--- src/rtl/lfsr_gen.sv ---
// Parametrised Fibonacci/Galois LFSR with parallel load, free-run, counted burst,
// lock-up detection with optional auto-recovery, and a wrap-to-seed marker.
module lfsr_gen #(
    parameter int               WIDTH        = 8,
    parameter logic [WIDTH-1:0] TAPS         = 8'hB8,
    parameter logic [WIDTH-1:0] SEED         = 8'h01,
    parameter int               MODE         = 0,
    parameter int               CNT_W        = 8,
    parameter int               AUTO_RECOVER = 1
) (
    input  logic             clk,
    input  logic             reset,
    input  logic             sync_init,
    input  logic             load,
    input  logic [WIDTH-1:0] load_val,
    input  logic             en,
    input  logic             start,
    input  logic [CNT_W-1:0] burst_len,
    output logic [WIDTH-1:0] po,
    output logic             serial_out,
    output logic             busy,
    output logic             done,
    output logic             lockup,
    output logic             wrap
);

    typedef enum logic {S_IDLE, S_RUN} state_t;

    state_t           state_q, state_d;
    logic [WIDTH-1:0] po_q, po_d;
    logic [CNT_W-1:0] count_q, count_d;
    logic             done_q, done_d;
    logic             wrap_q, wrap_d;
    logic             advance;
    logic [WIDTH-1:0] step_val;

    function automatic logic [WIDTH-1:0] lfsr_step(input logic [WIDTH-1:0] s);
        if (MODE == 0)
            return {s[WIDTH-2:0], ^(s & TAPS)};
        else
            return {s[WIDTH-2:0], 1'b0} ^ (s[WIDTH-1] ? TAPS : '0);
    endfunction

    assign step_val = lfsr_step(po_q);
    assign lockup   = (po_q == '0);

    always_comb begin
        state_d = state_q;
        po_d    = po_q;
        count_d = count_q;
        done_d  = 1'b0;
        wrap_d  = 1'b0;
        advance = 1'b0;
        if (sync_init) begin
            po_d    = SEED;
            state_d = S_IDLE;
            count_d = '0;
        end else if (load) begin
            po_d = load_val;
        end else begin
            case (state_q)
                S_IDLE: begin
                    if (start) begin
                        if (burst_len != '0) begin
                            state_d = S_RUN;
                            count_d = burst_len;
                        end else begin
                            done_d = 1'b1;
                        end
                    end else if (en) begin
                        advance = 1'b1;
                    end
                end
                S_RUN: begin
                    // A recovery edge still consumes one burst count.
                    advance = 1'b1;
                    count_d = count_q - CNT_W'(1);
                    if (count_q == CNT_W'(1)) begin
                        state_d = S_IDLE;
                        done_d  = 1'b1;
                    end
                end
                default: state_d = S_IDLE;
            endcase
            if (lockup && (AUTO_RECOVER != 0)) begin
                po_d   = SEED;
                wrap_d = 1'b1;
            end else if (advance) begin
                po_d   = step_val;
                wrap_d = (step_val == SEED);
            end
        end
    end

    always_ff @(posedge clk or negedge reset) begin
        if (!reset) begin
            state_q <= S_IDLE;
            po_q    <= SEED;
            count_q <= '0;
            done_q  <= 1'b0;
            wrap_q  <= 1'b0;
        end else begin
            state_q <= state_d;
            po_q    <= po_d;
            count_q <= count_d;
            done_q  <= done_d;
            wrap_q  <= wrap_d;
        end
    end

    assign po         = po_q;
    assign serial_out = po_q[WIDTH-1];
    assign busy       = (state_q == S_RUN);
    assign done       = done_q;
    assign wrap       = wrap_q;

endmodule

--- config.mk ---
export PLATFORM = sky130hd
export DESIGN_NAME = lfsr_gen
export DESIGN_NICKNAME = d
export VERILOG_FILES = /design/src/rtl/lfsr_gen.sv
export SDC_FILE = /design/constraint.sdc
export NUM_CORES = 1
export LEC_CHECK = 0
export CAP_MARGIN = 5
export CORE_MARGIN = 3
export CORE_UTILIZATION = 40
export CTS_CLUSTER_SIZE = 24
export DETAILED_ROUTE_END_ITERATION = 16
export MAX_ROUTING_LAYER = met4
export PLACE_DENSITY_LB_ADDON = 0.1
export SLEW_MARGIN = 20
export SYNTH_ARGS = -nofsm -noshare
export SYNTH_HDL_FRONTEND = slang
export SYNTH_SLANG_ARGS = --single-unit
--- constraint.sdc ---
create_clock -name clk -period 4.2 [get_ports clk]
set_input_delay 0.63 -clock clk [delete_from_list [all_inputs] [get_ports clk]]
set_output_delay 0.63 -clock clk [all_outputs]
set_load 0.02 [all_outputs]
# ---- Word level (Yosys, flattened, before mapping)
# Index checks and enable logic that the tools add are counted.
dict set report totals {
  register_bits 19
  inputBits 22
}
dict set report classes {
  n_addsub 1
  n_eq_ne 5
  n_mux 30
  n_bitwise 1
  reduce_logical 5
}
# op n
set ops {}
lappend ops {{$mux 8} 8}
lappend ops {{$mux 1} 18}
lappend ops {{$eq 8x1->1 const B} 2}
lappend ops {{$pmux 8 s2} 1}
lappend ops {{$logic_not 8->1} 1}
lappend ops {{$reduce_bool 8->1} 1}
lappend ops {{$reduce_xor 8->1} 1}
lappend ops {{$sub 8x1->8 const B} 1}
lappend ops {{$ne 3x3->1 const B} 2}
lappend ops {{$pmux 1 s2} 3}
lappend ops {{$reduce_bool 4->1} 1}
lappend ops {{$reduce_and 3->1} 1}
lappend ops {{$ne 2x2->1 const B} 1}
lappend ops {{$not 1->1} 1}

# ---- Depth between registers and ports, before layout
dict set report depth {
  depth_word 9
  ltp_mapped 8
  mapped_depth_nobuf 7
}

# ---- Least setup slack after synthesis
# No wires, ideal clock.
dict set report synth_timing {
  path_type {reg2reg}
  from {reg po_q[4], in the netlist po[4]}
  to {reg po_q[1], in the netlist po[1]}
  setup_time_ns 0.125
  arrival_time_ns 2.004
  required_time_ns 4.075
  slack_ns 2.071
  stages_incl_launch_ff 9
  n_path_buf 1
  path_cell_list {dfrtp_1 inv_1 ha_1 nor4b_1 nand2_1 inv_2 or4_4 buf_6 mux2_4}
}
dict set report synth_via {
  elab_chain_cells 4
  word_cells_on_any_way 5
  classes_between {mux (3); reduce/logical (2)}
}
# item line
set synth_rtl {}
lappend synth_rtl {{start: declaration} 30} ;# logic [WIDTH-1:0] po_q, po_d;
lappend synth_rtl {{start signal: assignment} 104} ;# po_q <= po_d;
lappend synth_rtl {{$logic_not 8->1 (*)} 45} ;# assign lockup = (po_q == '0);
lappend synth_rtl {{via lockup} 23} ;# output logic lockup,
lappend synth_rtl {{$mux 8} 85} ;# if (lockup && (AUTO_RECOVER != 0)) begin
lappend synth_rtl {{$mux 8} 58} ;# end else if (load) begin
lappend synth_rtl {{$mux 8} 54} ;# if (sync_init) begin
# Mark *: on every way through the listed nets, which the timed path passes. The rest lies on a longest branch.
# A chain may end at the register's enable or synchronous reset.

# ---- Worst setup path after layout
dict set report layout_timing {
  from {reg po_q[4], in the netlist po[4]}
  to {out lockup}
}
dict set report layout_via {
  elab_chain_cells 1
}
# item line
set layout_rtl {}
lappend layout_rtl {{$logic_not 8->1} 45}
lappend layout_rtl {{end: declaration} 23}
# Every way passes these cells.

==> qor.txt <==
Status -> finished, final reports clean
Power share of the sequential group -> 47.3%
Core ar. -> 0.002924 sq mm
Cts hold-fix bufs -> 0
CTS clk-pin slew, worst paths -> 0.11 ns
CTS Root Cell -> clkbuf_4
CP Cell Sequence -> inv_1 -> ha_1 -> nor4b_1 -> nand2_1 -> inv_2 -> clkdlybuf4s50_1
Antenna Nets Post-Route -> 0
Largest fanout on the critical path -> 4
Post-Synthesis Cells -> 138
Combinational Power Share -> 33.2%
Worst setup EP type -> output pin
Starting density of the core -> 44.16%
RSZ-0062 raised after global routing -> false
Crit-path slowest cell -> clkdlybuf4s50_1
Seq/Total Area, Yosys -> 36.92%
Via Count -> 1,218
Pwr dens -> 279.7 mW/mm^2
Dpl ws -> 1.424 ns
Commonest non-fill, non-tap cells in the layout -> clkdlybuf4s50_1, dfrtp_1, nor2_1
Synthesized flop and latch total -> 19
Critical path arrival -> 2.14 ns
Post-synth ARST share -> 100.0%
Hold path cells -> 1
Initial antenna violation count -> 0
Core Util, Final -> 57.17%
Final Hold Fails -> 0
Commonest non-fill, non-tap cell in the layout -> clkdlybuf4s50_1
Fraction of layout cells with a size suffix above 1 -> 9.467%
GRT overflow -> 0
Fin Setup TNS -> 0 ns
Average wire per standard cell -> 15.80 microns
Final Cycle Share -> 66.04%
Initial drt markers -> 48
Synth warn -> 0
P_leak -> 0.7010 nW
IO Port Bufs -> 34
# clock sinks -> 19
Worst Tran Pin Value -> 0.8700 ns
Pins Over Slew Limit -> 0
Buf+Inv Stages, Crit Path -> 3
Via-to-Cell Ratio -> 5.773
Area of the multi-input gates -> 738.2 sq um
Die X -> 62.82 microns
EDFF count, synth -> 0
Die height -> 62.82 microns
Clock Path Buffers -> 2
Final GP Congestion -> 0.8700
Global Route Usage Sum -> 17.91%
Clock skew -> 0.005439 ns
Area growth syn-to-layout -> 29.46%
# resized after CTS -> 0
Drc violations -> 0
Drt pass-1 iters -> 4
Setup bufs post-CTS -> 0
Kind of critical path -> reg -> out
Final setup violation count -> 0
Worst-case reg-to-reg path depth -> 7
Max-slew headroom -> 41.82%
TritonCTS clock tree -> done
CP max stage delay -> 0.60 ns
Worst skew pair latency -> 0.29 ns
Nets -> 195
Post-Syn Nets -> 163
ANT cells -> 0
Max_cap viols -> 0
Inserted Clock Buffers -> 3
Worst endpoint required time -> 3.57 ns
Unique masters post-synth -> 49
Crit path max-delay family -> buffers and inverters
Die area -> 0.003946 sq mm
Storage element area -> 476.7 sq um
Clock share of power -> 19.5%
H-tree Lvls -> 1
First-pass GRT wire length -> 5.513 mm
Worst IR drop on VDD -> 0.2006 mV
Final min period -> 2.774 ns
Number of global-route vias before repair -> 1,110
Std-Cell Rows -> 19
Io pins -> 35
Hpwl dp -> 2.580 mm
Startpoint types -> register
Predominant post-synthesis flop cell -> dfrtp_1
Syn Area/Cell -> 9.357 sq um
Layout fillers -> 268
Total length of routed wires -> 3.333 mm
Largest net degree at the start of global routing -> 22
Final worst-path setup slack -> 1.426 ns
CP Depth -> 6
Pint -> 0.0003159 W
Switching part of the total power -> 32.44%
Mapped Area -> 0.001291 sq mm
Hold Path Class -> reg -> reg
Fmax -> 360.5 MHz
Switching Power -> 0.0001517 W
## per-stage QoR
step | total power [W] | hold slack [ns] | std cells | cell area [sq um]
after floorplan | 0.0003146 | 0.3344 | 138 | 1291
after global placement | 0.0003762 | 0.5128 | 207 | 1645
after detailed placement | 0.0003789 | 0.5306 | 207 | 1645
after CTS | 0.0004723 | 0.5591 | 211 | 1672
after global routing | 0.0004980 | 0.5673 | 211 | 1672
final | 0.0004676 | 0.5675 | 211 | 1672
## worst reg2reg max path: stages (launching register included)
cell,delay (ns)
dfrtp_1,0.41
inv_1,0.08
ha_1,0.19
nor4b_1,0.15
nand2_1,0.11
inv_2,0.05
or4_4,0.62
mux2_4,0.34
## registers in the layout (all words and copies together), names as in the netlist
| signal | cells |
|---|---|
| busy | 1 |
| count_q | 8 |
| done | 1 |
| po | 8 |
| wrap | 1 |
## final cells by class
class	instances	share of cell area [%]
well taps	42	3.144
inverters	10	2.246
clock buffers	4	1.572
flip-flops and latches	19	28.52
repair buffers	34	20.36
multi-input cells	102	44.16
## power by group through the flow
stage	sequential [W]	combinational, W	clock [W]
after floorplan	0.000228	0.0000871	0
after global placement	0.000223	0.000153	0
after detailed placement	0.000224	0.000155	0
after CTS	0.000221	0.000155	0.0000964
after global routing	0.000224	0.000169	0.000105
final	0.000221	0.000155	0.0000911
## Yosys cell counts (2+ instances only)
| cell | n | area [sq um] |
|---|---|---|
| dfrtp_1 | 18 | 450.4 |
| nor2_1 | 10 | 37.54 |
| inv_1 | 9 | 33.78 |
| nor3_1 | 9 | 45.04 |
| a21oi_1 | 8 | 40.04 |
| nand2_1 | 7 | 26.28 |
| mux2_4 | 6 | 90.09 |
| a22o_1 | 5 | 43.79 |
| nor2b_1 | 4 | 25.02 |
| clkbuf_1 | 3 | 11.26 |
| ha_1 | 3 | 37.54 |
| mux2i_1 | 3 | 30.03 |
| o21ai_0 | 3 | 15.01 |
| a211oi_1 | 2 | 15.01 |
| a21boi_0 | 2 | 15.01 |
| a221oi_1 | 2 | 17.52 |
| a22oi_1 | 2 | 15.01 |
| a311oi_1 | 2 | 17.52 |
| a31oi_1 | 2 | 12.51 |
| a41oi_1 | 2 | 17.52 |
| nand4_1 | 2 | 12.51 |
| nor3b_1 | 2 | 15.01 |
| nor4_1 | 2 | 12.51 |
| nor4b_1 | 2 | 17.52 |
| o21bai_1 | 2 | 15.01 |
| o311ai_0 | 2 | 17.52 |
| xnor2_1 | 2 | 17.52 |
## kinds of logic after synthesis
kind of cell | share of synthesized area [%]
multiplexers | 9.303
adder cells (fa/ha/maj) | 2.907
AND/OR/NAND/NOR | 19.67
buffers and inverters | 5.910
AO/OA/AOI/OAI | 23.93
XOR/XNOR | 1.357
flip-flops | 36.92
## worst paths after layout
path                             from  slack (ns)    endpoint
max                             po[4]        1.43      lockup
min                        count_q[5]        0.57  count_q[5]
max reg2reg                     po[4]        2.15       po[3]
min reg2reg                count_q[5]        0.57  count_q[5]
max in group asynchronous       reset        2.85  count_q[6]
min in group asynchronous       reset        0.82  count_q[0]
## metal layers
layer  track usage [%]  vias to the layer above  routed length [microns]
met2             24.90                       57                     1509
met1             26.14                      574                     1525
met3             4.676                        4                      272
met5                 -                        -                        0
met4             3.306                        0                       25
li1                  -                      583                        -
Power figures use the tool's default switching activity.
